### config.mk
export PLATFORM = sky130hd
export DESIGN_NAME = seq_divider_8bit_flat
export DESIGN_NICKNAME = d
export VERILOG_FILES = /design/src/rtl/seq_divider_8bit_if.sv /design/src/rtl/seq_divider_8bit.sv /design/src/flat_wrapper.sv
export SDC_FILE = /design/constraint.sdc
export NUM_CORES = 1
export LEC_CHECK = 0
export CAP_MARGIN = 25
export CORE_ASPECT_RATIO = 1.2
export CORE_MARGIN = 5
export CORE_UTILIZATION = 57
export DETAILED_ROUTE_END_ITERATION = 10
export PLACE_DENSITY = 0.86
export SLEW_MARGIN = 20
export SYNTH_ARGS = -nofsm -noshare
export SYNTH_HDL_FRONTEND = slang
export SYNTH_SLANG_ARGS = --single-unit
### constraint.sdc
create_clock -name clk -period 6.9 [get_ports clk]
set_input_delay 1.38 -clock clk [delete_from_list [all_inputs] [get_ports clk]]
set_output_delay 1.38 -clock clk [all_outputs]
set_load 0.05 [all_outputs]
### src/rtl/seq_divider_8bit_if.sv
// Start/done handshake bundle for the sequential divider: operands in, quotient and
// remainder out.
interface seq_divider_8bit_if #(
  parameter int unsigned WIDTH = 8
);
  logic             start;
  logic [WIDTH-1:0] dividend;
  logic [WIDTH-1:0] divisor;
  logic             busy;
  logic             done;
  logic [WIDTH-1:0] quotient;
  logic [WIDTH-1:0] remainder;
  logic             div_by_zero;

  modport master (
    output start,
    output dividend,
    output divisor,
    input  busy,
    input  done,
    input  quotient,
    input  remainder,
    input  div_by_zero
  );

  modport slave (
    input  start,
    input  dividend,
    input  divisor,
    output busy,
    output done,
    output quotient,
    output remainder,
    output div_by_zero
  );
endinterface

### src/rtl/seq_divider_8bit.sv
// Iterative restoring unsigned divider: one trial subtraction per clock, WIDTH clocks per
// quotient. Divide-by-zero completes in a single clock with saturated quotient.
module seq_divider_8bit #(
  parameter int unsigned WIDTH = 8
) (
  input logic          clk,
  input logic          rst,
  seq_divider_8bit_if.slave bus
);

  localparam int unsigned CntW = (WIDTH > 1) ? $clog2(WIDTH) : 1;
  localparam logic [CntW-1:0] LastCount = CntW'(WIDTH - 1);

  typedef enum logic [1:0] {
    StIdle,
    StRun,
    StDone
  } state_e;

  state_e           state_q, state_d;
  // The restored partial remainder is always below D, so its top bit is never stored.
  logic [WIDTH-1:0] r_q, r_d;
  logic [WIDTH-1:0] q_q, q_d;
  logic [WIDTH-1:0] d_q, d_d;
  logic [CntW-1:0]  count_q, count_d;
  logic [WIDTH-1:0] quotient_q, quotient_d;
  logic [WIDTH-1:0] remainder_q, remainder_d;
  logic             dbz_q, dbz_d;

  logic [WIDTH:0]   trial;
  logic [WIDTH:0]   diff;
  logic [WIDTH-1:0] r_next;
  logic [WIDTH-1:0] q_next;

  always_comb begin
    trial  = {r_q, q_q[WIDTH-1]};
    diff   = trial - {1'b0, d_q};
    r_next = diff[WIDTH] ? trial[WIDTH-1:0] : diff[WIDTH-1:0];
    q_next = {q_q[WIDTH-2:0], ~diff[WIDTH]};
  end

  always_comb begin
    state_d     = state_q;
    r_d         = r_q;
    q_d         = q_q;
    d_d         = d_q;
    count_d     = count_q;
    quotient_d  = quotient_q;
    remainder_d = remainder_q;
    dbz_d       = dbz_q;

    unique case (state_q)
      StIdle, StDone: begin
        state_d = StIdle;
        if (bus.start) begin
          if (bus.divisor == '0) begin
            state_d     = StDone;
            quotient_d  = '1;
            remainder_d = bus.dividend;
            dbz_d       = 1'b1;
          end else begin
            state_d = StRun;
            q_d     = bus.dividend;
            d_d     = bus.divisor;
            r_d     = '0;
            count_d = '0;
          end
        end
      end
      StRun: begin
        r_d     = r_next;
        q_d     = q_next;
        count_d = count_q + CntW'(1);
        if (count_q == LastCount) begin
          state_d     = StDone;
          quotient_d  = q_next;
          remainder_d = r_next;
          dbz_d       = 1'b0;
        end
      end
      default: state_d = StIdle;
    endcase
  end

  always_ff @(posedge clk or posedge rst) begin
    if (rst) begin
      state_q     <= StIdle;
      r_q         <= '0;
      q_q         <= '0;
      d_q         <= '0;
      count_q     <= '0;
      quotient_q  <= '0;
      remainder_q <= '0;
      dbz_q       <= 1'b0;
    end else begin
      state_q     <= state_d;
      r_q         <= r_d;
      q_q         <= q_d;
      d_q         <= d_d;
      count_q     <= count_d;
      quotient_q  <= quotient_d;
      remainder_q <= remainder_d;
      dbz_q       <= dbz_d;
    end
  end

  // Both flags decode the state register, so they can never overlap.
  assign bus.busy        = (state_q == StRun);
  assign bus.done        = (state_q == StDone);
  assign bus.quotient    = quotient_q;
  assign bus.remainder   = remainder_q;
  assign bus.div_by_zero = dbz_q;

endmodule

### src/flat_wrapper.sv
// flat-port wrapper written by rule: the top's interface ports become plain ports
module seq_divider_8bit_flat 
#(
  parameter int unsigned WIDTH = 8
)
  (clk, rst, bus_start, bus_dividend, bus_divisor, bus_busy, bus_done, bus_quotient, bus_remainder, bus_div_by_zero);
  seq_divider_8bit_if #(.WIDTH(WIDTH)) bus_i ();
  input logic clk;
  input logic rst;
  input wire logic [$bits(bus_i.start)-1:0] bus_start;
  input wire logic [$bits(bus_i.dividend)-1:0] bus_dividend;
  input wire logic [$bits(bus_i.divisor)-1:0] bus_divisor;
  output wire logic [$bits(bus_i.busy)-1:0] bus_busy;
  output wire logic [$bits(bus_i.done)-1:0] bus_done;
  output wire logic [$bits(bus_i.quotient)-1:0] bus_quotient;
  output wire logic [$bits(bus_i.remainder)-1:0] bus_remainder;
  output wire logic [$bits(bus_i.div_by_zero)-1:0] bus_div_by_zero;
  assign bus_i.start = bus_start;
  assign bus_i.dividend = bus_dividend;
  assign bus_i.divisor = bus_divisor;
  assign bus_busy = bus_i.busy;
  assign bus_done = bus_i.done;
  assign bus_quotient = bus_i.quotient;
  assign bus_remainder = bus_i.remainder;
  assign bus_div_by_zero = bus_i.div_by_zero;
  seq_divider_8bit #(.WIDTH(WIDTH)) u_core (.clk(clk), .rst(rst), .bus(bus_i));
endmodule
# Yosys cells after proc, flatten, opt, wreduce, memory -nomap -nowiden
# Cells that the tools add are included.
# word_totals
in_bits	19
reg_bits	46
# classes
add_sub_neg	2
bitwise_logic	2
muxes	26
n_eq_ne	7
n_reduce_logical	7
# op_table
cell	n
8-bit two-way mux	11
8-bit case mux with 2 select lines	4
9-bit by 8-bit subtractor with 9-bit output	1
8-bit logical NOT	1
2-bit two-way mux	3
3-bit two-way mux	2
3-bit case mux with 2 select lines	1
3-bit AND reduction	2
2-bit by 1-bit != test with 1-bit output, second input constant	2
2-bit != test, second input constant	2
2-bit case mux with 2 select lines	1
4-bit AND reduction	1
3-bit by 1-bit adder with 3-bit output, second input constant	1
3-bit == test, second input constant	1
1-bit two-way mux	3
2-bit by 1-bit == test with 1-bit output, second input constant	1
2-bit == test, second input constant	1
2-bit logical NOT	1
1-bit NOT	2
1-bit case mux with 2 select lines	1
2-bit nonzero test	1
2-bit OR reduction	1

# Depth between registers and ports, before layout
# Gate-level depths: netlist of the first run.
# depth
depth_word	4
depth_mapped	10
ltp_nobuf	10

# Least setup slack after synthesis of the first run
# OpenSTA, ideal clock, no wires.
# synth_path
kind	register to output
startpoint	reg u_core.state_q[1]
endpoint	out bus_busy
path_stages_with_launch	6
required_ns	5.520
path_buffers	3
path_slack_ns	4.007
arrival_ns	1.513
path_cell_list	dfrtp_1 -> buf_2 -> nand2b_1 -> buf_2 -> inv_2 -> clkbuf_1
# synth_via
elab_chain_len	1
# synth_lines
item	line	text
start: declaration	seq_divider_8bit.sv:20	state_e state_q, state_d;
start signal: assignment	seq_divider_8bit.sv:87	state_q <= StIdle;
start signal: assignment	seq_divider_8bit.sv:96	state_q <= state_d;
2-bit by 1-bit == test with 1-bit output	seq_divider_8bit.sv:108	assign bus.busy = (state_q == StRun);
end: declaration	flat_wrapper.sv:13	output wire logic [$bits(bus_i.busy)-1:0] bus_busy;
# No other way between the ends.

# Worst setup path after layout of the first run
# layout_path
startpoint	reg u_core.state_q[0]
endpoint	out bus_busy
# The elaborated chain is that of the path after synthesis.

==> metrics.yaml, run 1 <==
logic_synthesis:
  ys_types: 39
  synth-seq-cells: 46
  syn_nets: 294
  ys_top_cells_by_area: "dfrtp_1 (48%), nand2_1 (7.4%), ha_1 (5.2%)"
  syn_area_sq_um: 2390
  synth_top_area_cell: "dfrtp_1"
  syn_inst: 264
  syn_avg_cell_area_sq_um: 9.07
  synth_warnings: 0
  synth-edff-count: 0
  yosysTopAreaCellShare: 0.481
  async_reset_ff_frac: 1.00
  synth_flop_cell: "dfrtp_1"
  yosysSeqAreaShare: 0.481
timing:
  fmax_mhz: 256
  setup_ws_ns: 2.99
  fin_setup_tns_ns: 0
  finalHoldViolCount: 0
  skew_ns: 0.0106
  hold_slack_ns: 0.499
  setup_violations: 0
  slew_viol_final: 0
  period_needed_ns: 3.91
  slew_headroom: 0.359
  period_share: 0.567
  rsz0062_at_grt: "false"
  max_slew.worst_pin.slew_ns: 0.962
power:
  power.internal_uw: 863
  power_frac_comb: 0.592
  clock_power_share: 0.119
  ir_worst_vdd_v: 0.000297
  seq_power_share: 0.289
  switchingPower_uw: 803
  switching_share: 0.482
  p_leak_nw: 1.24
  power.density_nw_per_um2: 573
clock_tree:
  clk_pin_slew_ns: 0.08
  ctsHoldBuffers: 0
  clkLatencyLatePin_ns: 0.30
  cts.sinks: 46
  tritoncts: "built"
  numCtsBuffers: 5
  htreeDepth: 2
  clock_path_buffers: 2
  cts_setup_buffers: 0
  cts-root-buf: "clkbuf_8"
  cts_resized: 0
setup_path:
  startpoint_type: "flip-flop"
  crit_type: "flip-flop to primary output"
  cp-end-kind: "primary output"
  cp.required_ns: 5.52
  r2r_end: "u_core.r_q[0]$_DFFE_PP0P_"
  critPathArrivalTime_ns: 2.53
  reg2reg_depth: 5
  worstPathMaxFanout: 26
  rrSetupSlack_ns: 4.24
  r2r-start: "u_core.state_q[0]$_DFFE_PP0P_"
cells_and_area:
  finalNetCount: 330
  synthToLayoutAreaGrowth_pct: 21.6
  finalInstanceArea_sq_um: 2910
  drive_gt1_frac: 0.0532
  final_cell_mix: "nand2_1 (47), dfrtp_1 (46), clkdlybuf4s50_1 (37)"
  layout_commonest_cell: "nand2_1"
  antenna_cells: 0
grt:
  grt_antenna_before_repair: 0
  grt_remaining_overflow: 0
  first_global_vias: 2173
  grt_first_pass_wirelength_um: 10100
  grt_max_degree: 47
  grt.total_usage: 0.225
routing:
  wl_um: 5750
  vias: 2105
  drtIter0Drc: 118
  drc: 0
  viasPerCell: 5.93
  first_pass_iters: 4
  post_drt_wl_per_cell_um: 16.2
  postRouteAntennaNets: 0
place:
  portBuffers: 37
  gp_congestion: 0.847
  pre_cts_ws_ns: 2.91
  dpl.hpwl_um: 4200
  placed_cell_area_sq_um: 2800
hold_path:
  hold_end: "u_core.bus.quotient[2]$_DFFE_PP0P_"
  hold_path_class: "flip-flop to flip-flop"
  min_from: "u_core.bus.quotient[2]$_DFFE_PP0P_"
  min_path_cells: 1
floorplan:
  fp.dieW_um: 69.2
  initial_core_util: 0.598
  fp.dieH_um: 81.0
  rows: 25
  coreArea_sq_um: 4000
  dieArea_sq_um: 5600
  io_pins: 38
flow_run:
  maxCapViolCount: 0
run_status:
  status: "completed"
power by group through the flow:
stage               registers (mW)  logic (mW)  clock network (mW)
floorplan                    0.594       0.607                   0
global placement             0.481       0.948                   0
detailed placement           0.485       0.979                   0
CTS                          0.481       0.988               0.199
global route                 0.501        1.09               0.212
finish                       0.482       0.987               0.198
cell type report:
class / instances / area [sq um]
clock buffers: 7 / 76.3
clock inverters: 1 / 30.0
fillers: 325 / 1090
inverters: 12 / 45.0
multi-input cells: 196 / 1150
flip-flops and latches: 46 / 1150
well taps: 54 / 67.6
repair buffers: 39 / 385
state kept, by name, indices dropped and copies added (netlist names):
name and count:
u_core.bus.quotient 8, u_core.bus.remainder 8, u_core.d_q 8, u_core.q_q 8
u_core.r_q 8, u_core.count_q 3, u_core.state_q 2, u_core.bus.div_by_zero 1
Yosys cell counts (2+ instances only):
| cell | count |
|---|---|
| o21ai_1 | 20 |
| o22a_1 | 7 |
| a21oi_2 | 2 |
| or3_1 | 2 |
| o21bai_1 | 2 |
| inv_1 | 11 |
| dfrtp_1 | 46 |
| a21o_1 | 2 |
| nor2b_1 | 3 |
| buf_2 | 4 |
| xor2_1 | 3 |
| xnor2_1 | 2 |
| and3_1 | 2 |
| a21oi_1 | 20 |
| o21a_1 | 2 |
| nand3_1 | 7 |
| nor2_1 | 32 |
| clkbuf_1 | 6 |
| a31oi_1 | 3 |
| nand2_1 | 47 |
| and2_1 | 2 |
| a22oi_1 | 3 |
| mux2i_1 | 7 |
| nor4_1 | 3 |
| o21ai_0 | 3 |
| ha_1 | 10 |
metrics by stage:
step,power (mW),std cells,util
3_5_place_dp,1.46,347,0.700
5_1_grt,1.80,355,0.727
6_report,1.67,355,0.727
2_1_floorplan,1.20,264,-
3_3_place_gp,1.43,347,0.700
4_1_cts,1.67,355,0.727
per-layer routing:
layer / up-vias / share of wire / GRT usage
met5: - / 0 / 0
met4: 0 / 0.030 / 0.0918
met3: 20 / 0.041 / 0.0421
met2: 61 / 0.52 / 0.405
met1: 1036 / 0.41 / 0.267
li1: 988 / - / -
cells by family after synthesis:
kind of cell    Yosys count  share of synthesized area
simple gates            101                      0.180
compound gates           71                      0.190
flops                    46                      0.481
buf+inv                  22                     0.0366
fa+ha+maj                11                     0.0606
mux                       8                     0.0340
xor+xnor                  5                     0.0183
worst max-delay path by stage:
stage / startpoint / end / slack (ns) / cells after the start
CTS: u_core.state_q[0]$_DFFE_PP0P_ / bus_busy / 3.00 / 3
detailed placement: bus_divisor[4] / u_core.r_q[0]$_DFFE_PP0P_ / 2.91 / 7
global placement: bus_divisor[4] / u_core.count_q[0]$_DFFE_PP0P_ / 3.01 / 7
global route: u_core.state_q[0]$_DFFE_PP0P_ / bus_busy / 2.88 / 3
floorplan: u_core.state_q[1]$_DFFE_PP0P_ / bus_busy / 4.01 / 5
finish: u_core.state_q[0]$_DFFE_PP0P_ / bus_busy / 2.99 / 3
worst max-delay path: stages (launching register included):
cell             delay [ns]
dfrtp_1                0.58
nand2b_1               0.32
inv_2                  0.43
clkdlybuf4s50_1        0.90
Power figures use the tool's default switching activity.
==> run 2, diff against run 1 <==
CORE_UTILIZATION = 53   (was 57)
PLACE_DENSITY = 0.81   (was 0.86)
clock period = 3.7 ns   (was 6.9 ns; I/O delays follow)
==> metrics.yaml, run 2 (synthesis gave the netlist of run 1 again) <==
clock_tree:
  ctsHoldBuffers: 0  # unchanged
  cts-root-buf: "clkbuf_8"  # unchanged
  tritoncts: "built"  # unchanged
  numCtsBuffers: 5  # unchanged
  clkLatencyLatePin_ns: 0.30  # about the same
  cts.sinks: 46  # unchanged
  cts_resized: 0  # unchanged
  clk_pin_slew_ns: 0.09  # was 0.08 ns
  htreeDepth: 2  # unchanged
  clock_path_buffers: 2  # unchanged
  cts_setup_buffers: 0  # unchanged
grt:
  grt_max_degree: 27  # was 47
  grt_remaining_overflow: 0  # unchanged
  grt_antenna_before_repair: 0  # unchanged
  first_global_vias: 1985  # was 2173
  grt.total_usage: 0.201  # was 0.225
  grt_first_pass_wirelength_um: 9640  # was 10100 um
place:
  pre_cts_ws_ns: 0.852  # was 2.91 ns
  numPlacedInstances: 351  # was 347
  dpl.hpwl_um: 4260  # was 4200 um
  portBuffers: 37  # unchanged
  gp_congestion: 0.885  # was 0.847
setup_path:
  cp-end-kind: "primary output"  # unchanged
  startpoint_type: "flip-flop"  # unchanged
  worstPathMaxFanout: 12  # was 26
  reg2reg_depth: 10  # was 5
  crit_type: "flip-flop to primary output"  # unchanged
  cp.required_ns: 2.96  # was 5.52 ns
  critPathArrivalTime_ns: 2.12  # was 2.53 ns
timing:
  finalHoldViolCount: 0  # unchanged
  setup_ws_ns: 0.836  # was 2.99 ns
  max_slew.worst_pin.slew_ns: 0.736  # was 0.962 ns
  period_needed_ns: 2.86
  hold_slack_ns: 0.495  # was 0.499 ns
  period_share: 0.774
  slew_viol_final: 0  # unchanged
  slew_headroom: 0.507  # was 0.359
  fmax_mhz: 349
  fin_setup_tns_ns: 0  # unchanged
  setup_violations: 0  # unchanged
  rsz0062_at_grt: "false"  # unchanged
  skew_ns: 0.00854  # was 0.0106 ns
run_status:
  status: "completed"  # unchanged
cells_and_area:
  final_cell_mix: "nand2_1 (47), dfrtp_1 (46), clkdlybuf4s50_1 (37)"  # unchanged
  drive_gt1_frac: 0.0627  # was 0.0532
  synthToLayoutAreaGrowth_pct: 21.7  # was 21.6%
  final_cells: 359  # was 355
  nFillCells: 354  # was 325
  antenna_cells: 0  # unchanged
  finalNetCount: 332  # was 330
  layout_commonest_cell: "nand2_1"  # unchanged
floorplan:
  dieArea_sq_um: 5970  # was 5600 sq um
  fp.dieH_um: 83.6  # was 81.0 um
  io_pins: 38  # unchanged
  initial_core_util: 0.553  # was 0.598
  fp.dieW_um: 71.3  # was 69.2 um
  coreArea_sq_um: 4330  # was 4000 sq um
  rows: 26  # was 25
power:
  ir_worst_vdd_v: 0.000682  # was 0.000297 V
  p_leak_nw: 1.25  # was 1.24 nW
  power.density_nw_per_um2: 1050  # was 573 nW/um^2
routing:
  wl_um: 5540  # was 5750 um
  postRouteAntennaNets: 0  # unchanged
  drc: 0  # unchanged
  viasPerCell: 5.51  # was 5.93
  drtIter0Drc: 89  # was 118
  vias: 1979  # was 2105
  first_pass_iters: 4  # unchanged
  post_drt_wl_per_cell_um: 15.4  # was 16.2 um
hold_path:
  hold_path_class: "flip-flop to flip-flop"  # unchanged
  min_path_cells: 1  # unchanged
flow_run:
  maxCapViolCount: 0  # unchanged
==> run 2: layer usage <==
metal	global-route usage	vias up	wire [um]
met2	0.344	40	2910
li1	-	986	-
met4	0.0496	0	60
met1	0.260	948	2390
met3	0.0349	5	173
met5	0	-	0
==> run 2: worst max-delay path, cell delays in order, from the launching register on <==
cell             delay [ns]
dfrtp_1                0.56
nand2b_1               0.32
inv_2                  0.13
clkdlybuf4s50_1        0.81
==> run 2: path summary, 6_finish.rpt <==
path	start	endpoint	slack, ns
max in group asynchronous	rst	u_core.bus.div_by_zero$_DFFE_PP0P_	2.19
setup reg to reg	u_core.q_q[7]$_DFFE_PP0P_	u_core.bus.remainder[4]$_DFFE_PP0P_	1.04
hold / removal	u_core.bus.quotient[6]$_DFFE_PP0P_	u_core.bus.quotient[6]$_DFFE_PP0P_	0.49
min in group asynchronous	rst	u_core.q_q[0]$_DFFE_PP0P_	0.77
hold reg to reg	u_core.bus.quotient[6]$_DFFE_PP0P_	u_core.bus.quotient[6]$_DFFE_PP0P_	0.49
setup / recovery	u_core.state_q[0]$_DFFE_PP0P_	bus_busy	0.84
==> run 2: final cells by class <==
class	instances	area (sq um)	area share
multi-input combinational	196	1150	0.396
sequential	46	1150	0.395
timing repair buffer	41	400	0.137
clock buffer	7	86.3	0.0296
tap	56	70.1	0.0241
inverter	12	45.0	0.0155
clock inverter	1	5.00	0.00172
==> run 2: through the flow <==
stage                     power (mW)   util  area (sq um)
after global placement          2.69  0.652          2820
after global routing            3.30  0.673          2910
after detailed placement        2.73  0.652          2820
after floorplan                 2.24      -          2390
after CTS                       3.06  0.673          2910
final                           3.05  0.673          2910
==> run 2: where the power goes <==
group / total (mW) / internal (mW) / switching [mW]
Sequential: 0.901 / 0.733 / 0.168
Combinational: 1.84 / 0.686 / 1.15
Clock: 0.314 / 0.151 / 0.163
==> run 3, diff against run 2 <==
CORE_UTILIZATION = 48   (was 53)
PLACE_DENSITY = 0.78   (was 0.81)
clock period = 2.3 ns   (was 3.7 ns; I/O delays follow)
==> metrics.yaml, run 3 (synthesis gave the netlist of run 1 again) <==
grt:
  grt_antenna_before_repair: 0  # unchanged
  grt_first_pass_wirelength_um: 10600  # was 9640 um
  grt_remaining_overflow: 0  # unchanged
  first_global_vias: 2244  # was 1985
  grt_max_degree: 28  # was 27
  grt.total_usage: 0.214  # was 0.201
cells_and_area:
  synthToLayoutAreaGrowth_pct: 34.2  # was 21.7%
  final_cells: 384  # was 359
  antenna_cells: 0  # unchanged
  nFillCells: 410  # was 354
  drive_gt1_frac: 0.179  # was 0.0627
  fin_util: 0.655  # was 0.673
  final_cell_mix: "nand2_1 (46), dfrtp_1 (46), clkdlybuf4s50_1 (35)"  # was nand2_1 (47), dfrtp_1 (46), clkdlybuf4s50_1 (37)
  finalNetCount: 353  # was 332
setup_path:
  startpoint_type: "flip-flop"  # unchanged
  worstPathMaxFanout: 4  # was 12
  r2r-start: "u_core.q_q[7]$_DFFE_PP0P_"  # unchanged
  cp_top_family: "compound AO/OA/AOI/OAI gates"  # was buffers and inverters
  crit_type: "flip-flop to flip-flop"  # was flip-flop to primary output
  cp_cell_sequence: "inv_2 > ha_4 > inv_2 > fa_2 > a211oi_4 > nor4_4 > a31oi_4 > nand2_2 > or3_4 > a31oi_1"  # was nand2b_1 > inv_2 > clkdlybuf4s50_1
  slowest_delay_ns: 0.40  # was 0.81 ns
  cp_slowest_cell: "dfrtp_1"  # was clkdlybuf4s50_1
  cp.required_ns: 2.53  # was 2.96 ns
  cp-end-kind: "flip-flop"  # was primary output
  startpoint: "u_core.q_q[7]$_DFFE_PP0P_"  # was u_core.state_q[0]$_DFFE_PP0P_
  path_buf_inv: 2  # unchanged
  crit_top_cell: "inv_2"
  critPathArrivalTime_ns: 2.52  # was 2.12 ns
routing:
  vias: 2099  # was 1979
  drc: 0  # unchanged
  first_pass_iters: 4  # unchanged
  post_drt_wl_per_cell_um: 16.2  # was 15.4 um
  postRouteAntennaNets: 0  # unchanged
  drtIter0Drc: 135  # was 89
  wl_um: 6210  # was 5540 um
  viasPerCell: 5.47  # was 5.51
power:
  ir_worst_vdd_v: 0.000986  # was 0.000682 V
  power_frac_comb: 0.637  # was 0.602
  switchingPower_mw: 2.70  # was 1.48 mW
  switching_share: 0.472  # was 0.486
  p_leak_nw: 1.38  # was 1.25 nW
  power.internal_mw: 3.01  # was 1.57 mW
  power.density_nw_per_um2: 1780  # was 1050 nW/um^2
  seq_power_share: 0.253  # was 0.295
  clock_power_share: 0.110  # was 0.103
clock_tree:
  ctsHoldBuffers: 0  # unchanged
  htreeDepth: 2  # unchanged
  numCtsBuffers: 5  # unchanged
  cts.sinks: 46  # unchanged
  tritoncts: "built"  # unchanged
  cts-root-buf: "clkbuf_8"  # unchanged
  clk_pin_slew_ns: 0.10  # was 0.09 ns
  clkLatencyLatePin_ns: 0.31  # was 0.30 ns
  clock_path_buffers: 2  # unchanged
flow_run:
  maxCapViolCount: 0  # unchanged
timing:
  fmax_mhz: 436
  max_slew.worst_pin.slew_ns: 0.512  # was 0.736 ns
  slew_viol_final: 0  # unchanged
  setup_ws_ns: 0.00626  # was 0.836 ns
  period_share: 0.997
  period_needed_ns: 2.29
  setup_violations: 0  # unchanged
  rsz0062_at_grt: "true"  # was false
  finalHoldViolCount: 0  # unchanged
  slew_headroom: 0.658  # was 0.507
  skew_ns: 0.00906  # was 0.00854 ns
place:
  gp_congestion: 0.931  # was 0.885
  portBuffers: 37  # unchanged
  pre_cts_ws_ns: -0.0840  # was 0.852 ns
  numPlacedInstances: 372  # was 351
  dpl.hpwl_um: 4490  # was 4260 um
floorplan:
  coreArea_sq_um: 4900  # was 4330 sq um
  fp.dieW_um: 74.5  # was 71.3 um
  fp.dieH_um: 87.4  # was 83.6 um
  io_pins: 38  # unchanged
  rows: 28  # was 26
  dieArea_sq_um: 6500  # was 5970 sq um
  initial_core_util: 0.488  # was 0.553
hold_path:
  hold_path_class: "input pin to asynchronous set/reset pin"  # was flip-flop to flip-flop
run_status:
  status: "completed"  # unchanged
==> run 3: changes by cell type in the layout (fill, tap and decap cells not counted), sizes merged, moves of 2 or more <==
cell,change
clkinv,-2
clkdlybuf4s50,-2
buf,+23
clkinvlp,+2
clkbuf,-2
==> run 3: layer usage <==
| layer | global-route usage | up-vias | part of all wire |
|---|---|---|---|
| li1 | - | 1031 | - |
| met1 | 0.262 | 1006 | 0.41 |
| met2 | 0.363 | 44 | 0.52 |
| met3 | 0.0450 | 18 | 0.034 |
| met4 | 0.0809 | 0 | 0.030 |
| met5 | 0 | - | 0 |
==> run 3: final timing paths <==
path                                                        to  slack [ns]  depth (start not counted)
setup / recovery           u_core.bus.remainder[0]$_DFFE_PP0P_       0.006                         10
hold / removal                       u_core.r_q[7]$_DFFE_PP0P_        0.48                          2
setup reg to reg           u_core.bus.remainder[0]$_DFFE_PP0P_       0.006                         10
hold reg to reg                  u_core.count_q[0]$_DFFE_PP0P_        0.50                          1
max in group asynchronous   u_core.bus.quotient[0]$_DFFE_PP0P_        1.32                          3
min in group clk                 u_core.count_q[0]$_DFFE_PP0P_        0.50                          1
==> run 3: area by class of cell <==
class                   instances  area, sq um  area share
clock buffers                   5         68.8      0.0214
clock inverters                 3         45.0      0.0140
inverters                      12         45.0      0.0140
multi-input cells             196         1230       0.384
flip-flops and latches         46         1150       0.358
well taps                      60         75.1      0.0234
repair buffers                 62          594       0.185
==> run 3: power groups by stage <==
stage                     Clock, mW  Combinational (mW)  Sequential, mW
final                         0.629                3.64            1.44
after global routing          0.671                3.95            1.49
after CTS                     0.634                3.50            1.44
after detailed placement          0                3.26            1.44
after global placement            0                3.24            1.43
after floorplan                   0                1.82            1.78
==> run 3: repair_timing <==
item,CTS,global route
endpoints found under the setup margin,10,14
pin swaps,2,11
setup buffers,2,2
gates resized for setup,14,6
==> run 3: metrics by stage <==
stage          hold WS (ns)  setup TNS [ns]  cell area (sq um)  power [mW]
6_report              0.476               0               3210        5.71
5_1_grt               0.503          -0.578               3210        6.12
4_1_cts               0.492       -0.000444               3180        5.58
3_5_place_dp          0.480          -0.257               2990        4.70
3_3_place_gp          0.472               0               2990        4.67
2_1_floorplan         0.454               0               2390        3.60
